## src/rtl/adc_scan_sequencer.sv

```systemverilog
// Scan sequencer for the pot and motor-current LTC1864 chains (4 ADCs each).
// Runs conv pulse + 16-bit readout per conversion, oversamples 2^AVG_LOG2
// conversions per frame and publishes truncated averages with a valid strobe.
// Also offers a one-cycle snapshot handshake of the current words.
module adc_scan_sequencer #(
    parameter int CLK_DIV     = 4,
    parameter int CONV_CYCLES = 200,
    parameter int AVG_LOG2    = 2
) (
    input  logic        clk,
    input  logic        reset,
    input  logic        enable,
    input  logic        snap_req,
    input  logic [3:0]  miso_pot,
    input  logic [3:0]  miso_cur,
    output logic [1:0]  sclk,
    output logic [1:0]  conv,
    output logic [63:0] pot_data,
    output logic [63:0] cur_data,
    output logic        data_valid,
    output logic [63:0] snap_cur,
    output logic        snap_ack,
    output logic        busy
);

    localparam int AW    = 16 + AVG_LOG2;
    localparam int CW    = $clog2(CONV_CYCLES + 1);
    localparam int DW    = (CLK_DIV > 1) ? $clog2(CLK_DIV) : 1;
    localparam int NSAMP = 1 << AVG_LOG2;

    localparam logic [CW-1:0]     CONV_LOAD = CW'(CONV_CYCLES);
    localparam logic [DW-1:0]     DIV_LAST  = DW'(CLK_DIV - 1);
    localparam logic [AVG_LOG2:0] LAST_SAMP = (AVG_LOG2 + 1)'(NSAMP - 1);

    typedef enum logic [2:0] {IDLE, CONV, SHIFT, ACC, DONE} state_t;

    state_t                state;
    logic [CW-1:0]         conv_cnt;
    logic [DW-1:0]         div_cnt;
    logic [4:0]            half_cnt;
    logic [AVG_LOG2:0]     sample_cnt;
    logic                  sclk_r;
    logic                  conv_r;
    logic [7:0][15:0]      shreg;
    logic [7:0][AW-1:0]    acc;
    logic [7:0]            miso_all;

    // channels 0..3 are the pot chain, 4..7 the current chain
    assign miso_all = {miso_cur, miso_pot};
    assign sclk     = {2{sclk_r}};
    assign conv     = {2{conv_r}};
    assign busy     = (state != IDLE);

    // Scan FSM: conversion timing, serial capture, accumulation and publish.
    // data_valid is high during DONE; the averaged words land on the edge
    // that closes DONE, so a snapshot taken in the DONE cycle sees old data.
    always_ff @(posedge clk) begin
        if (reset) begin
            state      <= IDLE;
            conv_cnt   <= '0;
            div_cnt    <= '0;
            half_cnt   <= '0;
            sample_cnt <= '0;
            sclk_r     <= 1'b0;
            conv_r     <= 1'b0;
            shreg      <= '0;
            acc        <= '0;
            pot_data   <= '0;
            cur_data   <= '0;
            data_valid <= 1'b0;
        end else begin
            data_valid <= 1'b0;
            case (state)
                IDLE: begin
                    if (enable) begin
                        state    <= CONV;
                        conv_r   <= 1'b1;
                        conv_cnt <= CONV_LOAD;
                    end
                end
                CONV: begin
                    if (conv_cnt == CW'(1)) begin
                        conv_r   <= 1'b0;
                        state    <= SHIFT;
                        div_cnt  <= '0;
                        half_cnt <= '0;
                    end else begin
                        conv_cnt <= conv_cnt - 1'b1;
                    end
                end
                SHIFT: begin
                    if (div_cnt == DIV_LAST) begin
                        div_cnt  <= '0;
                        half_cnt <= half_cnt + 1'b1;
                        sclk_r   <= ~sclk_r;
                        // capture on the low-to-high sclk transition, MSB first
                        if (!sclk_r) begin
                            for (int ch = 0; ch < 8; ch++)
                                shreg[ch] <= {shreg[ch][14:0], miso_all[ch]};
                        end
                        // last half-period done: the toggle returns sclk to 0
                        if (half_cnt == 5'd31)
                            state <= ACC;
                    end else begin
                        div_cnt <= div_cnt + 1'b1;
                    end
                end
                ACC: begin
                    if (sample_cnt != LAST_SAMP && !enable) begin
                        // partial frame abandoned: nothing is published
                        acc        <= '0;
                        sample_cnt <= '0;
                        state      <= IDLE;
                    end else begin
                        for (int ch = 0; ch < 8; ch++)
                            acc[ch] <= acc[ch] + AW'(shreg[ch]);
                        sample_cnt <= sample_cnt + 1'b1;
                        if (sample_cnt == LAST_SAMP) begin
                            state      <= DONE;
                            data_valid <= 1'b1;
                        end else begin
                            state    <= CONV;
                            conv_r   <= 1'b1;
                            conv_cnt <= CONV_LOAD;
                        end
                    end
                end
                DONE: begin
                    for (int ch = 0; ch < 4; ch++) begin
                        pot_data[16*ch +: 16] <= 16'(acc[ch]   >> AVG_LOG2);
                        cur_data[16*ch +: 16] <= 16'(acc[ch+4] >> AVG_LOG2);
                    end
                    acc        <= '0;
                    sample_cnt <= '0;
                    if (enable) begin
                        state    <= CONV;
                        conv_r   <= 1'b1;
                        conv_cnt <= CONV_LOAD;
                    end else begin
                        state <= IDLE;
                    end
                end
                default: state <= IDLE;
            endcase
        end
    end

    // Snapshot handshake: capture cur_data as seen this cycle, ack next cycle.
    always_ff @(posedge clk) begin
        if (reset) begin
            snap_cur <= '0;
            snap_ack <= 1'b0;
        end else begin
            snap_ack <= snap_req;
            if (snap_req)
                snap_cur <= cur_data;
        end
    end

endmodule

```

## config.mk

```make
export PLATFORM = sky130hd
export DESIGN_NAME = adc_scan_sequencer
export DESIGN_NICKNAME = d
export VERILOG_FILES = /design/src/rtl/adc_scan_sequencer.sv
export SDC_FILE = /design/constraint.sdc
export NUM_CORES = 1
export LEC_CHECK = 0
export ABC_AREA = 1
export BUFFER_PORTS_ARGS = -buffer_cell sky130_fd_sc_hd__buf_4
export CORE_ASPECT_RATIO = 1.75
export CORE_UTILIZATION = 60
export CTS_CLUSTER_SIZE = 16
export DETAILED_ROUTE_END_ITERATION = 10
export PLACE_DENSITY = 0.87
export SLEW_MARGIN = 20
export SYNTH_ARGS = -nofsm -noshare
export SYNTH_HDL_FRONTEND = slang
export SYNTH_SLANG_ARGS = --single-unit
```

## constraint.sdc

```tcl
create_clock -name clk -period 4.3 [get_ports clk]
set_input_delay 1.075 -clock clk [delete_from_list [all_inputs] [get_ports clk]]
set_output_delay 1.075 -clock clk [all_outputs]
set_load 0.05 [all_outputs]
```

==> out/qor.yml, run 1 <==
finalSetupTns_ps: 0
finalWeightedCongestion: 0.961
power_density_nw_per_um2: 334
min_period_over_period_pct: 64.4
finalWirelength_um: 64200
antenna_found_initial: 0
cts.clk_slew.worst_paths_ps: 60
drv_slew: 0
crit_path_end_kind: "flop"
via_per_inst: 5.45
syn_to_final_growth_pct: 13.3
synth_top_family_by_area: "simple AND/OR/NAND/NOR gates"
cts_sinks: 489
synthSimpleGateAreaFrac_pct: 31.0
fin_nets: 4038
final_antenna_net_count: 0
yosysSeqAreaShare_pct: 39.1
slew_headroom_pct: 34.8
cts_max_level: 2
syn_area_um2: 25100
gr-usage-all-layers_pct: 30.1
antenna_cells: 0
status: "completed"
die_h_um: 272
cpMostUsedCell: "nor2_1"
cts_buffers: 44
synthDistinctLibCells: 33
start_kind: "flop"
drive_above_1_share_pct: 8.61
cp_cell_sequence: "inv_2 -> nor3_4 -> nand2_4 -> inv_4 -> buf_4 -> nor2_1 -> nor2_1"
syn_nets: 3921
grt_pass1_vias: 23400
wl_per_cell_um: 14.4
synth_compound_area_share_pct: 14.7
fin_skew_ps: 27.3
cts.path.max_buffers: 3
drtIter0Drc: 1316
synthMuxAreaShare_pct: 0
post_synth.cell_area_avg_um2: 6.65
num_rows: 98
num-fill-cells: 3673
cts_resized: 0
instances_no_fill: 4464
vias: 24300
critPathArrivalTime_ps: 3260
setup-violations-final: 0
dieArea_um2: 42600
critPathSlowestCell: "inv_4"
leakage_uw: 0.0133
worstPathMaxFanout: 76
ir_worst_vdd_mv: 0.346
critPathMaxStageDelay_ps: 790
holdWs_ps: 463
place_ws_ps: 1240
hold_buffers: 0
finalHoldViolCount: 0
chipWidth_um: 156
ys_warn_count: 0
root_buffer: "clkbuf_16"
period_minus_slack_ps: 2770
numPortBuffers: 210
synth_fa_ha_area_share_pct: 7.38
rsz0062_at_grt: "no"
ios: 211
criticalPathCategory: "reg -> reg"
synthCells: 3766
cts_tree: "built"
maxCapViolCount: 0
critPathRequiredTime_ps: 4790
worst_pin_slew_ps: 979
initial_core_util_pct: 61.2
max_freq_ghz: 0.361
grt_pass1_wl_um: 106000
core_um2: 41000
grt-ovfl-total: 0
postCtsSetupBuffers: 0
hpwlAfterDp_um: 43600
fin_ws_ps: 1530
first_pass_iters: 5
grt_max_degree: 110
drc: 0
synth-xor-area-share_pct: 0
hp-class: "reg -> reg"
dp_cells: 4387
worstSkewPairLatency_ps: 580
ys_ff_latch: 489
worst paths after layout:
check / endpoint / slack, ps / depth (start not counted) / start
min reg2reg: sample_cnt[0]$_SDFFE_PP0P_ / 460 / 1 / sample_cnt[0]$_SDFFE_PP0P_
max: shreg[27]$_SDFFE_PP0P_ / 1530 / 7 / state[1]$_SDFFE_PP0P_
min: sample_cnt[0]$_SDFFE_PP0P_ / 460 / 1 / sample_cnt[0]$_SDFFE_PP0P_
max reg2reg: shreg[27]$_SDFFE_PP0P_ / 1530 / 7 / state[1]$_SDFFE_PP0P_
cell usage after synthesis:
| cell | count | area share (%) |
|---|---|---|
| nand2_1 | 888 | 13 |
| nor2_1 | 730 | 11 |
| dfxtp_1 | 489 | 39 |
| o21ai_0 | 352 | 7.0 |
| inv_1 | 322 | 4.8 |
| a21oi_1 | 304 | 6.1 |
| nand3_1 | 179 | 3.6 |
| ha_1 | 135 | 6.7 |
| clkbuf_1 | 100 | 1.5 |
| o21ai_1 | 52 | 1.0 |
| buf_2 | 32 | 0.64 |
| nor3_1 | 30 | 0.60 |
| nand3b_1 | 26 | 0.78 |
| and2_1 | 24 | 0.60 |
| buf_4 | 19 | 0.57 |
| nand4_1 | 16 | 0.40 |
| or2_2 | 16 | 0.40 |
| a21o_1 | 9 | 0.27 |
| fa_1 | 8 | 0.64 |
| inv_2 | 6 | 0.090 |
| buf_6 | 4 | 0.18 |
| o21bai_1 | 4 | 0.12 |
| buf_1 | 3 | 0.045 |
| nand2_2 | 3 | 0.075 |
| nor2_2 | 3 | 0.075 |
| o22ai_1 | 3 | 0.075 |
| nor2_4 | 2 | 0.090 |
| nor3b_1 | 2 | 0.060 |
| a31o_2 | 1 | 0.035 |
| nor3_4 | 1 | 0.065 |
| nor4_1 | 1 | 0.025 |
| o211a_1 | 1 | 0.040 |
| o31a_1 | 1 | 0.035 |
cell families (layout without fill, tap and decap cells):
kind of cell | after synthesis | in the layout
adder cells (fa/ha/maj) | 143 | 143
AO/OA/AOI/OAI | 727 | 727
AND/OR/NAND/NOR | 1921 | 1921
flip-flops | 489 | 489
buffers and inverters | 486 | 634
stage by stage:
stage	power, uW	utilization (%)	instance area, um2
after detailed placement	5220	65.4	26800
after global routing	9760	69.3	28400
after global placement	5200	65.4	26800
final	9470	69.3	28400
after CTS	9540	69.3	28400
after floorplan	5080	-	25100
area by class of cell:
class	instances	area, um2	share of cell area, %
Clock buffer	55	1210	4.28
Clock inverter	22	382	1.34
Inverter	328	1250	4.39
Multi-Input combinational cell	2791	13300	46.9
Sequential cell	489	9790	34.5
Tap cell	550	688	2.42
Timing Repair Buffer	229	1760	6.19
sequential cells by signal (all words and copies together), names as in the netlist:
register and cells:
acc 144, conv_cnt 8, conv_r 1, cur_data 64
data_valid 1, div_cnt 2, half_cnt 5, pot_data 64
sample_cnt 3, sclk_r 1, shreg 128, snap_ack 1
snap_cur 64, state 3
critical path, delay by kind of cell (launching register included):
family	cells	cell delay, ps
flip-flops	1	420
buffers and inverters	3	1330
AND/OR/NAND/NOR	4	920
cell usage in the layout (no fill, tap or decap), types with 4 or more instances in the layout:
| master | n |
|---|---|
| a21o_1 | 9 |
| a21oi_1 | 304 |
| and2_1 | 24 |
| buf_4 | 226 |
| bufinv_16 | 10 |
| clkbuf_1 | 5 |
| clkbuf_16 | 45 |
| clkbuf_8 | 5 |
| clkinv_2 | 5 |
| clkinvlp_4 | 4 |
| dfxtp_1 | 489 |
| fa_1 | 8 |
| ha_1 | 135 |
| inv_1 | 319 |
| inv_2 | 5 |
| nand2_1 | 887 |
| nand3_1 | 179 |
| nand3b_1 | 26 |
| nand4_1 | 16 |
| nor2_1 | 730 |
| nor3_1 | 30 |
| o21ai_0 | 352 |
| o21ai_1 | 52 |
| o21bai_1 | 4 |
| or2_2 | 16 |
power by group:
part	total, uW	switching [uW]	leakage (uW)	internal (uW)
Combinational	507	363	0.00859	145
Sequential	4610	34.8	0.00395	4570
Clock	4360	1750	0.000771	2610
Total	9470	2150	0.0133	7330
routing by layer:
metal / global-route usage, % / wire length, um
met1: 31.8 / 25100
met2: 57.3 / 33400
met3: 3.28 / 2540
met4: 16.1 / 3130
met5: 0 / 0
No activity file was read; power rests on OpenSTA's default activity.
==> run 2: changes to the inputs <==
==> constraint.sdc (replaced) <==
create_clock -name clk -period 2.6 [get_ports clk]
set_input_delay 0.65 -clock clk [delete_from_list [all_inputs] [get_ports clk]]
set_output_delay 0.65 -clock clk [all_outputs]
set_load 0.05 [all_outputs]
==> out/qor.yml, run 2 (same netlist as run 1, synthesis figures left out) <==
total_power_uw: 14700
grt_pass1_wl_um: 107000
reg.largest.list: "acc (144), shreg (128)"
final_antenna_net_count: 0
start_kind: "flop"
grt-ovfl-total: 0
antenna_found_initial: 0
vias: 24400
min_period_over_period_pct: 87.9
worstPathMaxFanout: 4
num-fill-cells: 3625
numPortBuffers: 210
worstSkewPairLatency_ps: 580
maxCapViolCount: 0
num_rows: 98
place_ws_ps: 616
via_per_inst: 5.46
drc: 0
wl_per_cell_um: 14.4
final_core_util_pct: 69.3
leakage_uw: 0.0133
max_freq_ghz: 0.438
ios: 211
period_minus_slack_ps: 2290
cts_buffers: 43
postCtsSetupBuffers: 0
status: "completed"
grt_max_degree: 147
cts_sinks: 489
antenna_cells: 0
gr-usage-all-layers_pct: 30.2
ir_worst_vdd_mv: 0.561
dp_cells: 4398
largest_reg_flops: 144
core_um2: 41000
final_cell_mix: "nand2_1, nor2_1, dfxtp_1, o21ai_0, inv_1"
drive_above_1_share_pct: 8.69
cts_resized: 0
hold_buffers: 0
rsz0062_at_grt: "no"
fin_skew_ps: 30.1
root_buffer: "clkbuf_16"
worst_pin_slew_ps: 756
slew_headroom_pct: 49.6
instances_no_fill: 4473
cts.path.max_buffers: 3
chipWidth_um: 156
cts.clk_slew.worst_paths_ps: 60
fin_nets: 4048
critPathRequiredTime_ps: 1950
initial_core_util_pct: 61.2
dieArea_um2: 42600
finalWeightedCongestion: 0.949
finalHoldViolCount: 0
grt_pass1_vias: 23400
drtIter0Drc: 1316
syn_to_final_growth_pct: 13.2
fin_ws_ps: 315
cts_tree: "built"
hpwlAfterDp_um: 44700
finalWirelength_um: 64500
largest-register: "acc"
crit_path_end_kind: "primary output"
critPathArrivalTime_ps: 1640
drv_slew: 0
finalSetupTns_ps: 0
die_h_um: 272
criticalPathCategory: "reg -> out"
first_pass_iters: 5
setup-violations-final: 0
power_density_nw_per_um2: 518
layout_commonest_cell: "nand2_1"
hp-class: "in -> reg"
cts_max_level: 2
[run 2: cell types whose count changed in the layout (fill, tap and decap cells not counted), moves of 3 or more]
cell / delta
buf_12: +12
bufinv_16: -9
clkbuf_1: +5
clkinv_2: +3
[run 2: area by class of cell]
type,instances,area [um2],share of cell area (%)
Multi-Input combinational cell,2791,13300,46.9
Sequential cell,489,9790,34.5
Clock buffer,58,1190,4.21
Timing Repair Buffer,240,1990,7.01
Tap cell,550,688,2.43
Clock inverter,17,144,0.507
Inverter,328,1250,4.39
[run 2: worst paths after layout]
kind	start	end	slack, ps	depth (start not counted)
worst max-delay path	state[2]$_SDFFE_PP0P_	busy	310	3
worst min-delay path	miso_cur[0]	shreg[64]$_SDFFE_PP0P_	360	3
worst max register to register	shreg[112]$_SDFFE_PP0P_	acc[142]$_SDFFE_PP0P_	620	11
worst min register to register	sample_cnt[0]$_SDFFE_PP0P_	sample_cnt[0]$_SDFFE_PP0P_	460	1
[run 2: layer usage]
metal  track usage [%]  routed length [um]  share of wire [%]
met1              32.3               25400                 39
met2              56.6               33100                 51
met3              3.31                2580                4.0
met4              17.6                3370                5.2
met5                 0                   0                  0
[run 2: power by group]
group	internal (uW)	leakage (uW)	switching [uW]
Combinational	256	0.00870	604
Clock	3350	0.000653	2870
Sequential	7570	0.00395	57.7
[run 2: stage by stage]
stage	hold slack, ps	instance area, um2
2_1_floorplan	429	25100
3_3_place_gp	445	27000
3_5_place_dp	455	27000
4_1_cts	337	28400
5_1_grt	374	28400
6_report	357	28400
[run 2: critical path, stage by stage (launching register included)]
cell and delay (ps):
dfxtp_1 510, inv_1 100, nand2_1 210, buf_4 250
